### src/rtl/envase_sequencer.sv
// Bottling-line sequencer: motor/fill/seal FSM, cork tray accounting and
// dispenser refill handshake. All outputs are registered.
module envase_sequencer #(
  parameter int FILL_TIMEOUT = 200,
  parameter int SEAL_CYCLES  = 4,
  parameter int TRAY_MAX     = 20,
  parameter int LOW_MARK     = 5,
  parameter int REFILL_QTY   = 20,
  parameter int DISP_REFILLS = 3
) (
  input  logic       clk,
  input  logic       reset,
  input  logic       enable,
  input  logic       PG,
  input  logic       CH,
  input  logic       clear_fault,
  input  logic       refill_ack,
  output logic       M,
  output logic       EV,
  output logic       VE,
  output logic       refill_req,
  output logic       A,
  output logic       GP,
  output logic [4:0] tray_count,
  output logic [3:0] disp_left,
  output logic       disp_empty
);

  localparam int TW = $clog2(FILL_TIMEOUT + 1);
  localparam int SW = $clog2(SEAL_CYCLES + 1);

  localparam logic [TW-1:0] FT_LAST = TW'(FILL_TIMEOUT - 1);
  localparam logic [SW-1:0] SC_LAST = SW'(SEAL_CYCLES - 1);
  localparam logic [5:0]    QTY6    = 6'(REFILL_QTY);
  localparam logic [5:0]    MAX6    = 6'(TRAY_MAX);
  localparam logic [4:0]    MAX5    = 5'(TRAY_MAX);
  localparam logic [4:0]    LOW5    = 5'(LOW_MARK);
  localparam logic [3:0]    DISP4   = 4'(DISP_REFILLS);

  typedef enum logic [2:0] {
    S_IDLE,
    S_MOVE,
    S_FILL,
    S_SEAL_CHK,
    S_WAIT_CORK,
    S_SEAL,
    S_DONE,
    S_FAULT
  } state_e;

  state_e        state_q, state_d;
  logic [TW-1:0] fill_tmr_q, fill_tmr_d;
  logic [SW-1:0] seal_cnt_q, seal_cnt_d;
  logic          armed_q, armed_d;
  logic          post_ack_q, post_ack_d;
  logic          req_q, req_d;
  logic [4:0]    tray_q, tray_d;
  logic [3:0]    disp_q, disp_d;
  logic          m_q, ev_q, ve_q, a_q, gp_q, empty_q;
  logic          m_d, ev_d, ve_d, a_d, gp_d, empty_d;
  logic          consume;
  logic          ack_ok;
  logic [5:0]    tray_sum;

  always_comb begin
    state_d    = state_q;
    fill_tmr_d = fill_tmr_q;
    seal_cnt_d = seal_cnt_q;
    armed_d    = armed_q;
    consume    = 1'b0;
    if (!enable && state_q != S_FAULT) begin
      state_d = S_IDLE;
    end else begin
      unique case (state_q)
        S_IDLE: state_d = S_MOVE;
        S_MOVE: begin
          // a bottle is only taken after PG has been low once
          if (!PG) begin
            armed_d = 1'b1;
          end else if (armed_q) begin
            state_d    = S_FILL;
            armed_d    = 1'b0;
            fill_tmr_d = '0;
          end
        end
        S_FILL: begin
          if (CH) begin
            state_d = S_SEAL_CHK;
          end else begin
            fill_tmr_d = fill_tmr_q + 1'b1;
            if (fill_tmr_q == FT_LAST) state_d = S_FAULT;
          end
        end
        S_SEAL_CHK: begin
          seal_cnt_d = '0;
          state_d    = (tray_q != 5'd0) ? S_SEAL : S_WAIT_CORK;
        end
        S_WAIT_CORK: begin
          seal_cnt_d = '0;
          if (tray_q != 5'd0) state_d = S_SEAL;
        end
        S_SEAL: begin
          if (seal_cnt_q == '0 && tray_q != 5'd0) consume = 1'b1;
          if (seal_cnt_q == SC_LAST) begin
            state_d = S_DONE;
          end else begin
            seal_cnt_d = seal_cnt_q + 1'b1;
          end
        end
        S_DONE:  state_d = S_MOVE;
        S_FAULT: if (clear_fault) state_d = S_IDLE;
      endcase
    end
  end

  always_comb begin
    ack_ok     = enable && req_q && refill_ack;
    req_d      = req_q;
    post_ack_d = ack_ok;
    disp_d     = disp_q;
    if (!enable || ack_ok) begin
      req_d = 1'b0;
    end else if (!req_q && !post_ack_q &&
                 tray_q <= LOW5 && disp_q != 4'd0) begin
      req_d = 1'b1;
    end
    if (ack_ok && disp_q != 4'd0) disp_d = disp_q - 1'b1;
    tray_sum = {1'b0, tray_q} - {5'd0, consume} +
               (ack_ok ? QTY6 : 6'd0);
    tray_d   = (tray_sum > MAX6) ? MAX5 : tray_sum[4:0];
  end

  always_comb begin
    m_d     = (state_d == S_MOVE) || (state_d == S_DONE);
    ev_d    = (state_d == S_FILL);
    ve_d    = (state_d == S_SEAL);
    gp_d    = (state_d == S_DONE);
    empty_d = (disp_d == 4'd0);
    a_d     = (state_d == S_FAULT) ||
              (state_d == S_WAIT_CORK && empty_d);
  end

  always_ff @(posedge clk or posedge reset) begin
    if (reset) begin
      state_q    <= S_IDLE;
      fill_tmr_q <= '0;
      seal_cnt_q <= '0;
      armed_q    <= 1'b1;
      post_ack_q <= 1'b0;
      req_q      <= 1'b0;
      tray_q     <= 5'd0;
      disp_q     <= DISP4;
      m_q        <= 1'b0;
      ev_q       <= 1'b0;
      ve_q       <= 1'b0;
      a_q        <= 1'b0;
      gp_q       <= 1'b0;
      empty_q    <= (DISP4 == 4'd0);
    end else begin
      state_q    <= state_d;
      fill_tmr_q <= fill_tmr_d;
      seal_cnt_q <= seal_cnt_d;
      armed_q    <= armed_d;
      post_ack_q <= post_ack_d;
      req_q      <= req_d;
      tray_q     <= tray_d;
      disp_q     <= disp_d;
      m_q        <= m_d;
      ev_q       <= ev_d;
      ve_q       <= ve_d;
      a_q        <= a_d;
      gp_q       <= gp_d;
      empty_q    <= empty_d;
    end
  end

  assign M          = m_q;
  assign EV         = ev_q;
  assign VE         = ve_q;
  assign A          = a_q;
  assign GP         = gp_q;
  assign refill_req = req_q;
  assign tray_count = tray_q;
  assign disp_left  = disp_q;
  assign disp_empty = empty_q;

endmodule

### config.mk
export PLATFORM = sky130hd
export DESIGN_NAME = envase_sequencer
export DESIGN_NICKNAME = d
export VERILOG_FILES = /design/src/rtl/envase_sequencer.sv
export SDC_FILE = /design/constraint.sdc
export NUM_CORES = 1
export LEC_CHECK = 0
export CAP_MARGIN = 20
export CORE_ASPECT_RATIO = 2
export CORE_MARGIN = 2
export CORE_UTILIZATION = 50
export CTS_BUF_LIST = sky130_fd_sc_hd__clkbuf_4 sky130_fd_sc_hd__clkbuf_8 sky130_fd_sc_hd__clkbuf_16
export DETAILED_ROUTE_END_ITERATION = 8
export GPL_ROUTABILITY_DRIVEN = 0
export PLACE_DENSITY = 0.77
export SYNTH_ARGS = -nofsm -noshare
export SYNTH_HDL_FRONTEND = slang
export SYNTH_SLANG_ARGS = --single-unit
export TNS_END_PERCENT = 30
### constraint.sdc
create_clock -name clk -period 3.4 [get_ports clk]
set_input_delay 0.85 -clock clk [delete_from_list [all_inputs] [get_ports clk]]
set_output_delay 0.85 -clock clk [all_outputs]
set_load 0.1 [all_outputs]
* Word level (Yosys, flattened, before mapping) *
Cells that the tools add are included.

cells by class
  add/sub/neg operators = 5
  order comparisons = 2
  equality and inequality tests = 20
  mux-type cells = 25
  bitwise gates (word level) = 1
  reductions and logical operators = 28

operators by type and width
  kind                 number
  $mux 3               9
  $eq 3x3->1 const B   8
  $mux 8               3
  $pmux 3 s7           1
  $pmux 8 s2           1
  $eq 3x2->1 const B   4
  $mux 5               2
  $logic_and 1x1->1    9
  $add 8x1->8 const B  1
  $eq 8x8->1 const B   1
  $ne 2x2->1 const B   4
  $mux 1               7
  $add 6x5->6          1
  $eq 3x1->1 const B   2
  $gt 6x5->1 const B   1
  $logic_not 3->1      2
  $pmux 3 s2           1
  $reduce_bool 2->1    3
  $sub 5x1->6          1
  $le 5x3->1 const B   1
  $reduce_and 5->1     1
  $reduce_bool 5->1    1
  $logic_not 4->1      1
  $mux 4               1
  10 further kinds     15

word-level totals
  bits in registers = 32
  bits of input ports = 7
  output and inout port bits = 16
  logic and storage cells = 95

* Longest topological paths before layout *
  word-level depth = 9
  mapped depth = 13
  mapped depth without buffers = 13

* Least setup slack after synthesis *
Ideal clock, no wire load.

  path kind = register to register
  from = register tray_q[3], in the netlist tray_count[3]
  to = register tray_q[4], in the netlist tray_count[4]
  setup time = 127 ps
  arrival = 3041 ps
  data required time = 3273 ps
  path slack = 231 ps
  cell stages (with the launch flop) = 13
  buffers on the path = 0
  clock period less this slack = 3169 ps
  cells stage by stage = dfrtp_1 inv_1 nand4_1 nor2_1 nor4_1 ha_1 inv_1 ha_1 fa_1 a21o_1 a21oi_1 xnor2_1 or2_2

between the ends
  cells in the longest elaborated chain, start to end = 9

RTL lines
  what                      line  RTL
  start: declaration        57    logic [4:0] tray_q, tray_d;
  start signal: assignment  166   tray_q <= tray_d;
  $reduce_bool 5->1         103   if (seal_cnt_q == '0 && tray_q != 5'd0) consume = 1'b1;
  $logic_and 1x1->1         103
  $mux 1                    103
  $mux 1                    74    unique case (state_q)
  $mux 1                    71    if (!enable && state_q != S_FAULT) begin
  $sub 5x1->6 *             128   tray_sum = {1'b0, tray_q} - {5'd0, consume} +
  $add 6x5->6 *             128
  $gt 6x5->1                130   tray_d = (tray_sum > MAX6) ? MAX5 : tray_sum[4:0];
  $mux 5 *                  130
  via tray_d[4]             57

Mark *: on every way through the listed nets, which the timed path passes. The rest lies on a longest branch.
A chain may end at the register's enable or synchronous reset.

* Final worst setup path *
  from = input port enable
  to = register tray_q[1], in the netlist tray_count[1]

between the ends
  cells in the longest elaborated chain, start to end = 7
  elaborated cells on any way between the ends = 10
  classes of those cells = add/sub: 2; order compare: 1; mux: 3; reduce/logical: 4

RTL lines
  what                line  RTL
  start: declaration  13    input logic enable,
  $logic_not 1->1     71
  $logic_and 1x1->1   71
  $mux 1              71
  $sub 5x1->6         128
  $add 6x5->6 *       128
  $gt 6x5->1          130
  $mux 5 *            130
  via tray_d[1]       57

Marks and branches as above.

==> impl_metrics.toml <==
[layout]
ff_latch_area_um2 = 804.5
drive_above_1_share_pct = 18.47
n_antenna_cell = 0
syn_to_final_growth_pct = 17.97
multi_input_comb_area_um2 = 945.9
fillers = 327
nets = 241
final_cells = 271

[timing]
rsz0062_at_grt = "no"
max_freq_ghz = 0.3293
setup_violations = 0
hold_viol = 0
slew_headroom_pct = 72.36
finalCritPeriodShare_pct = 89.31
fin_crit_ns = 3.036
slew_viol_final = 0
finalSetupTns_ns = 0
clock_skew_ns = 0.004780
worstMarginPinSlew_ns = 0.4145

[clocking]
cts.clk_slew.worst_paths_ns = 0.07
post_cts_buffers = 0
clk_latency_ns = 0.28
htree_levels = 2
cts-root-buf = "clkbuf_8"
cts.sinks = 32
cts_buffers = 5
cts_buffer_depth = 2
cts_hold_buf = 0
cts_tree = "yes"
cts_resized = 0

[yosys]
synth_cell_types = 47
syn_area_um2 = 1866
ys_ff_latch = 32
ys_seq_area_share_pct = 43.13
synth_warnings = 0
syn_inst = 195
synth_edf_count = 0
synth.net_count = 215
synth_ff_type = "dfrtp_1"
syn_avg_cell_area_um2 = 9.567
synthArstFlopShare_pct = 100.0

[worst_setup_path]
end_kind = "flip-flop"
worstPathArrival_ns = 3.21
path_class = "in -> reg"
worstPathMaxFanout = 4
worstSetupStartpointType = "primary input"
required_ns = 3.58

[global_routing]
overflow = 0
grt_max_degree = 33
antenna_found_initial = 0
groute.usage.overall_pct = 21.05
grt_pass1_wl_um = 6555
grt_pass1_vias = 1481

[routing]
vias = 1452
wl_per_cell_um = 13.45
first_iter_violations = 20
drc_errors = 0
dr.pass1.iters = 4
drtAntennaViolNets = 0
drt-total-wl_um = 3644
via_per_inst = 5.358

[run]
maxCapViolCount = 0

[die]
die_y_um = 90.38
core.rowCount = 31
coreArea_um2 = 3607
start_util_pct = 51.72
pin_count = 23
fp.dieArea_um2 = 4265
die_x_um = 47.19

[placed_design]
io_buffers = 22
dp.cells = 263
hpwl_um = 2825

[worst_hold_path]
hold_class = "reg -> reg"

[power]
p_per_area_nw_per_um2 = 519.2
power.leakage_nw = 1.063
ir_drop_v = 0.0003872

[outcome]
status = "finished, final reports clean"
critical path: stages:
cell             delay, ns
clkdlybuf4s50_1       0.51
nand2_1               0.08
nor4_1                0.18
ha_1                  0.19
inv_1                 0.04
ha_1                  0.19
fa_1                  0.40
a21o_1                0.17
a21oi_1               0.16
xnor2_1               0.17
a21oi_1               0.09
and2_1                0.17
area by class of cell:
cell class / instances / area share, %
multi-input cells: 136 / 42.98
well taps: 49 / 2.786
inverters: 22 / 3.752
repair buffers: 24 / 8.869
clock inverters: 2 / 1.592
clock buffers: 6 / 3.468
flip-flops and latches: 32 / 36.55
flip-flops by register name (all words and copies together) (netlist names), 3 cells and up:
name,count
state_q,3
fill_tmr_q,8
tray_count,5
disp_left,4
seal_cnt_q,3
power by group:
group	internal [mW]	total [mW]	switching [mW]
Clock	0.225	0.365	0.140
Sequential	0.408	0.437	0.0281
Combinational	0.126	0.341	0.215
cells in the final DEF (no fill, tap or decap), types with 5 or more instances in the layout:
| cell type | synthesis | final |
|---|---|---|
| nand3_1 | 7 | 7 |
| o21ai_0 | 8 | 8 |
| ha_1 | 12 | 12 |
| dfrtp_1 | 29 | 29 |
| clkbuf_8 | 0 | 5 |
| nor2_1 | 11 | 11 |
| buf_4 | 3 | 18 |
| clkdlybuf4s50_1 | 0 | 6 |
| o21ai_1 | 7 | 7 |
| inv_1 | 21 | 21 |
| nand2_1 | 20 | 20 |
| a21oi_1 | 6 | 6 |
worst paths after layout:
check | startpoint | end | slack [ns] | depth (start not counted)
worst max-delay path | enable | tray_count[1] | 0.36 | 12
worst min-delay path | fill_tmr_q[7] | fill_tmr_q[7] | 0.49 | 1
worst max register to register | state_q[1] | tray_count[1] | 0.60 | 12
worst min register to register | fill_tmr_q[7] | fill_tmr_q[7] | 0.49 | 1
max in group asynchronous | reset | armed_q | 2.13 | 3
min in group asynchronous | reset | disp_left[3] | 0.95 | 3
cell usage after synthesis (4+ instances only):
cell type	n	share of area, %
o21ai_1	7	1.9
inv_1	21	4.2
nand2_1	20	4.0
nand2b_1	4	1.3
xnor2_1	4	1.9
dfrtp_1	29	39
nor2b_1	4	1.3
nand4_1	4	1.3
o21ai_0	8	2.1
nand3_1	7	1.9
ha_1	12	8.0
a21oi_1	6	1.6
nor2_1	11	2.2
logic make-up after synthesis:
logic type | Yosys count | synth area share (%)
buffers and inverters | 27 | 6.170
AOI/OAI and AO/OA | 42 | 16.57
adders and majority gates | 13 | 9.121
muxes | 4 | 2.213
xor gates and xnor gates | 6 | 2.817
DFF | 32 | 43.13
and+or+nand+nor | 71 | 19.99
stage by stage:
stage	setup WS, ns	hold slack, ns	area, um2	power, mW	utilization, %
global route	0.1215	0.5097	2201	1.206	61.01
detailed placement	0.05678	0.4820	2090	0.7877	57.93
floorplan	0.2314	0.4508	1866	0.7161	-
global placement	0.08394	0.4819	2090	0.7810	57.93
finish	0.3635	0.4914	2201	1.143	61.01
CTS	0.3575	0.4911	2201	1.156	61.01
metal layers:
| layer | GRT usage, % | vias to the layer above | part of all wire, % | wire (um) |
|---|---|---|---|---|
| met5 | 0 | - | 0 | 0 |
| met4 | 10.42 | 0 | 2.4 | 87 |
| met3 | 4.000 | 8 | 2.8 | 101 |
| met2 | 35.39 | 25 | 58 | 2103 |
| met1 | 23.56 | 690 | 37 | 1350 |
| li1 | - | 729 | - | - |
(Power assumes the default switching activity.)
